===== config.mk =====
export PLATFORM = sky130hd
export DESIGN_NAME = uart_tx
export DESIGN_NICKNAME = d
export VERILOG_FILES = /design/src/rtl/uart_pkg.sv /design/src/rtl/uart_baud_cnt.sv /design/src/rtl/uart_tx.sv
export SDC_FILE = /design/constraint.sdc
export NUM_CORES = 1
export LEC_CHECK = 0
export BUFFER_PORTS_ARGS = -buffer_cell sky130_fd_sc_hd__buf_4
export CAP_MARGIN = 20
export CORE_MARGIN = 2
export CORE_UTILIZATION = 52
export CTS_BUF_LIST = sky130_fd_sc_hd__clkbuf_8 sky130_fd_sc_hd__clkbuf_16
export DETAILED_ROUTE_END_ITERATION = 16
export PLACE_DENSITY = 0.75
export SYNTH_ARGS = -nofsm -noshare
export SYNTH_HDL_FRONTEND = slang
export SYNTH_SLANG_ARGS = --single-unit

===== constraint.sdc =====
create_clock -name clk -period 1.8 [get_ports clk]
set_input_delay 0.18 -clock clk [delete_from_list [all_inputs] [get_ports clk]]
set_output_delay 0.18 -clock clk [all_outputs]
set_load 0.02 [all_outputs]

===== src/rtl/uart_pkg.sv =====
// Shared UART definitions: FSM state encoding, frame constants and line levels.
// Used by the transmitter and, later, by the receiver.
package uart_pkg;

   typedef enum logic [2:0] {
      ST_IDLE   = 3'd0,
      ST_START  = 3'd1,
      ST_DATA   = 3'd2,
      ST_PARITY = 3'd3,
      ST_STOP   = 3'd4
   } uart_state_e;

   localparam int   UART_DATA_BITS        = 8;
   localparam int   UART_CLKS_PER_BIT_DEF = 868;
   localparam logic UART_LINE_IDLE        = 1'b1;

endpackage


===== src/rtl/uart_baud_cnt.sv =====
// Bit-period counter: runs 0..CLKS_PER_BIT-1 and flags the last cycle of each bit.
// Held at zero while clr is high so the first bit after a clear is full length.
module uart_baud_cnt
   import uart_pkg::*;
#(
   parameter int CLKS_PER_BIT = UART_CLKS_PER_BIT_DEF
) (
   input  logic clk,
   input  logic rst,
   input  logic clr,
   output logic bit_done
);

   localparam int CW = (CLKS_PER_BIT > 1) ? $clog2(CLKS_PER_BIT) : 1;
   localparam logic [CW-1:0] LAST = CW'(CLKS_PER_BIT - 1);

   logic [CW-1:0] cnt;

   always_ff @(posedge clk or posedge rst) begin
      if (rst) begin
         cnt <= '0;
      end else if (clr || bit_done) begin
         cnt <= '0;
      end else begin
         cnt <= cnt + 1'b1;
      end
   end

   assign bit_done = (cnt == LAST);

endmodule


===== src/rtl/uart_tx.sv =====
// UART transmitter: 8 data bits LSB-first, 1 or 2 stop bits, fixed baud.
// Define UART_TX_PARITY_EN to insert a parity bit (ODD_PARITY selects odd).
//
// state  | meaning
// IDLE   | line high, waiting for i_tx_start
// START  | start bit (low)
// DATA   | shifting out latched byte, LSB first
// PARITY | parity bit (only with UART_TX_PARITY_EN)
// STOP   | STOP_BITS stop bits (high)
module uart_tx
   import uart_pkg::*;
#(
   parameter int CLKS_PER_BIT = UART_CLKS_PER_BIT_DEF,
   parameter int STOP_BITS    = 1
`ifdef UART_TX_PARITY_EN
   ,
   parameter bit ODD_PARITY   = 1'b0
`endif
) (
   input  logic       clk,
   input  logic       rst,
   input  logic [7:0] i_tx,
   input  logic       i_tx_start,
   output logic       o_tx_start_clear,
   output logic       o_tx_busy,
   output logic       o_txd
);

   localparam logic [2:0] LAST_DATA = 3'(UART_DATA_BITS - 1);
   localparam logic [2:0] STOP_LAST = 3'(STOP_BITS - 1);

   uart_state_e state_q, state_d;
   logic [7:0]  shift_q;
   logic [2:0]  bit_idx_q;
   logic        clear_q;
   logic        bit_done;
   logic        accept;
   logic        txd;
`ifdef UART_TX_PARITY_EN
   logic        par_q;
`endif

   assign accept = (state_q == ST_IDLE) && i_tx_start;

   uart_baud_cnt #(
      .CLKS_PER_BIT(CLKS_PER_BIT)
   ) u_baud (
      .clk      (clk),
      .rst      (rst),
      .clr      (state_q == ST_IDLE),
      .bit_done (bit_done)
   );

   always_ff @(posedge clk or posedge rst) begin
      if (rst) begin
         state_q <= ST_IDLE;
      end else begin
         state_q <= state_d;
      end
   end

   always_comb begin
      state_d = state_q;
      txd     = UART_LINE_IDLE;
      case (state_q)
         ST_IDLE: begin
            if (i_tx_start) state_d = ST_START;
         end
         ST_START: begin
            txd = 1'b0;
            if (bit_done) state_d = ST_DATA;
         end
         ST_DATA: begin
            txd = shift_q[0];
            if (bit_done && (bit_idx_q == LAST_DATA)) begin
`ifdef UART_TX_PARITY_EN
               state_d = ST_PARITY;
`else
               state_d = ST_STOP;
`endif
            end
         end
`ifdef UART_TX_PARITY_EN
         ST_PARITY: begin
            txd = par_q;
            if (bit_done) state_d = ST_STOP;
         end
`endif
         ST_STOP: begin
            txd = 1'b1;
            if (bit_done && (bit_idx_q == STOP_LAST)) state_d = ST_IDLE;
         end
         default: state_d = ST_IDLE;
      endcase
   end

   // bit_idx_q counts data bits in DATA and stop bits in STOP.
   always_ff @(posedge clk or posedge rst) begin
      if (rst) begin
         shift_q   <= '0;
         bit_idx_q <= '0;
         clear_q   <= 1'b0;
`ifdef UART_TX_PARITY_EN
         par_q     <= 1'b0;
`endif
      end else begin
         clear_q <= accept;
         if (accept) begin
            shift_q   <= i_tx;
            bit_idx_q <= '0;
`ifdef UART_TX_PARITY_EN
            par_q     <= (^i_tx) ^ ODD_PARITY;
`endif
         end else if (bit_done) begin
            if (state_q == ST_DATA) begin
               shift_q   <= shift_q >> 1;
               bit_idx_q <= (bit_idx_q == LAST_DATA) ? 3'd0 : bit_idx_q + 3'd1;
            end else if (state_q == ST_STOP) begin
               bit_idx_q <= bit_idx_q + 3'd1;
            end
         end
      end
   end

   assign o_txd            = txd;
   assign o_tx_busy        = (state_q != ST_IDLE);
   assign o_tx_start_clear = clear_q;

endmodule


==> key figures <==
Run status
  • Run status: completed

Floorplan
  • # IOs: 14
  • Die W: 55.28 um
  • Initial Util: 0.5520
  • Die area: just over 0.003 sq mm
  • Total core area: 0.002477 sq mm
  • Row cnt: 18
  • Die H: 55.28 um

Timing
  • Worst clock skew: 0.002840 ns
  • Worst-Margin Slew: 0.4664 ns
  • Hold_ws: 0.1110 ns
  • Worst slew margin: 0.6887
  • FMAX: ~0.60 GHz
  • Final Cycle Share: 0.9290
  • Slew Viols, Final: 0
  • RSZ-0062 raised after global routing: no
  • Final setup vio count: 0
  • Final Hold Viols: 0
  • Setup TNS: 0 ns
  • Tmin final: 1.672 ns

Clock network
  • CTS Sinks: 25
  • Clock buffer depth: 2
  • Num CTS Buffers: 3
  • Clock slew at reported path FFs: 0.08 ns
  • Worst-skew pair later-pin latency: between 0.2 and 0.3 ns
  • CTS tree: yes
  • CTS root buffer: clkbuf_8
  • H-tree depth: 1
  • Setup bufs post-CTS: 0

GRT
  • Largest net degree at the start of global routing: 15
  • Grt ovf: 0
  • Number of global-route vias before repair: 971
  • First-pass GRT wire length: about 4.3 mm
  • Initial antenna violation count: 0
  • Total GRT Usage: 0.1745

Power and ir drop
  • VDD IR-drop max: 0.0004796 V
  • Power Density: 581.8 mW/mm^2
  • LEAKAGE: 0.7120 nW

Worst hold path
  • Worst min path class: in -> reg

Worst setup path
  • Worst EP required: between 1.5 and 2 ns
  • WS Path Type: reg -> reg
  • R2R Setup Slk: 0.13 ns
  • Worst setup EP type: flop
  • Crit path to: shift_q[5]$_DFFE_PP0P_
  • Setup crit start kind: flop
  • Critical path arrival: 1.83 ns
  • Critical Path Start: state_q[0]$_DFFE_PP0P_
  • Reg2reg path depth: 5
  • Critical R2R Launch: state_q[0]$_DFFE_PP0P_
  • Reg2Reg Capture Point: shift_q[5]$_DFFE_PP0P_
  • CP Max Fanout: 11

Placed design
  • I/O Buffers: 13
  • Detailed placement HPWL: 1.874 mm
  • Placer Congestion: 0.7931

Finish
  • # nets final: 159
  • Ant diodes: 0
  • Synthesis-to-layout area growth: 15.83%
  • Commonest non-fill, non-tap cell in the layout: dfrtp_1
  • Layout cell share with drive strength beyond 1: 0.3077
  • FILL cells: 207
  • Most frequent cells in the layout: 25 x dfrtp_1, 18 x buf_4, 13 x mux2_4

Logic synthesis
  • Ys Warns: 0
  • Sequential fraction of the synthesis area: 0.4575
  • Syn_area_per_cell: 11.12 sq um
  • Unique masters post-synth: 36
  • FF+latch count, synth: 25
  • Gate count of the mapped netlist: 123
  • Area of the mapped netlist: 0.001368 sq mm
  • Syn nets: 138

Drt
  • Detailed-route DRC error count: 0
  • Routed len/inst: 14.09 um
  • Detailed-route via count: around 960
  • Via/cell ratio: 5.526
  • DRT iter0 DRCs: 16
  • 1st-pass router iterations: 4
  • Post-Route WL: 2.437 mm
  • Final ANT Viol Nets: 0

Job
  • MaxCap Viol Count: 0
[timing repair]
item | in CTS | in global routing
hold buffers | 1 | 0
endpoints found under the setup margin | 7 | 1
hold endpoints to repair | 12 | 0
gates resized for setup | 1 | 1
[cell usage after synthesis]
cell,count,area share
a21bo_2,1,0.0073
a21oi_1,4,0.015
and2_1,1,0.0046
and3_1,3,0.014
and4_1,1,0.0064
buf_2,1,0.0037
buf_6,1,0.0082
clkbuf_1,1,0.0027
dfrtp_1,25,0.46
ha_1,4,0.037
inv_1,8,0.022
inv_4,1,0.0046
mux2_2,1,0.0082
mux2_4,13,0.14
nand2_1,8,0.022
nand2_4,1,0.0082
nand2b_1,1,0.0046
nand3_1,8,0.029
nand3_4,1,0.013
nand4b_1,1,0.0064
nor2_1,11,0.030
nor2b_1,2,0.0091
nor3_1,3,0.011
nor3_2,1,0.0073
nor3_4,1,0.012
nor4_1,1,0.0046
o211ai_1,2,0.011
o21ai_0,3,0.011
o21ai_1,1,0.0037
o21ai_4,1,0.012
o21bai_1,1,0.0055
o22ai_1,1,0.0046
o311ai_0,1,0.0064
or2_1,1,0.0046
xnor2_1,6,0.038
xor2_1,2,0.013
[stage by stage]
step | setup WS [ns] | cells | total power, W | util | area [sq um]
detailed placement | 0.006292 | 168 | 0.0006031 | 0.6136 | 1520
finish | 0.1278 | 173 | 0.0009215 | 0.6394 | 1584
CTS | 0.07494 | 173 | 0.0009306 | 0.6374 | 1579
global route | 0.03916 | 173 | 0.0009606 | 0.6394 | 1584
floorplan | 0.07398 | 123 | 0.0005811 | - | 1368
global placement | 0.1015 | 168 | 0.0006020 | 0.6136 | 1520
[cell families after synthesis]
kind of cell / after synthesis / share of synthesized area
buffers and inverters: 12 / 0.04117
XOR/XNOR: 8 / 0.05124
AND/OR/NAND/NOR: 45 / 0.1867
flip-flops: 25 / 0.4575
AO/OA/AOI/OAI: 15 / 0.07594
multiplexers: 14 / 0.1510
adder cells (fa/ha/maj): 4 / 0.03660
[sequential cells by signal (all words and copies together) (netlist names)]
register,flops
o_tx_start_clear,1
u_baud.cnt,10
bit_idx_q,3
shift_q,8
state_q,3
[worst max-delay path: stages, from the launching register on]
cell	delay, ns
dfrtp_1	0.47
nor3_4	0.26
nand2_4	0.08
inv_4	0.15
mux2_2	0.35
mux2_4	0.25
[where the power goes]
part           internal (W)  switching, W
sequential         0.000561             0
clock              0.000155      0.000175
combinational     0.0000169     0.0000143
total              0.000733      0.000189
[worst min path at each step]
| stage | depth (start not counted) | end | from |
|---|---|---|---|
| after floorplan | 1 | bit_idx_q[0]$_DFFE_PP0P_ | rst |
| after global placement | 2 | o_tx_start_clear$_DFF_PP0_ | rst |
| after detailed placement | 2 | o_tx_start_clear$_DFF_PP0_ | rst |
| after CTS | 3 | shift_q[7]$_DFFE_PP0P_ | i_tx[7] |
| after global routing | 3 | shift_q[7]$_DFFE_PP0P_ | i_tx[7] |
| final | 3 | shift_q[7]$_DFFE_PP0P_ | i_tx[7] |
[layer usage]
metal  global-route usage  vias to the layer above  wire length, um
met4              0.06272                        0               20
met5                    0                        -                0
li1                     -                      458                -
met2               0.3078                       26             1268
met1               0.2113                      468             1048
met3              0.03279                        4              100
[area by class of cell]
class | count | area [sq um] | share of cell area
multi-input cells | 86 | 693.2 | 0.4376
flip-flops and latches | 25 | 625.6 | 0.3949
repair buffers | 19 | 145.1 | 0.09163
clock buffers | 3 | 41.29 | 0.02607
well taps | 30 | 37.54 | 0.02370
inverters | 9 | 36.28 | 0.02291
clock inverters | 1 | 5.005 | 0.003160
No activity file was read; power rests on OpenSTA's default activity.
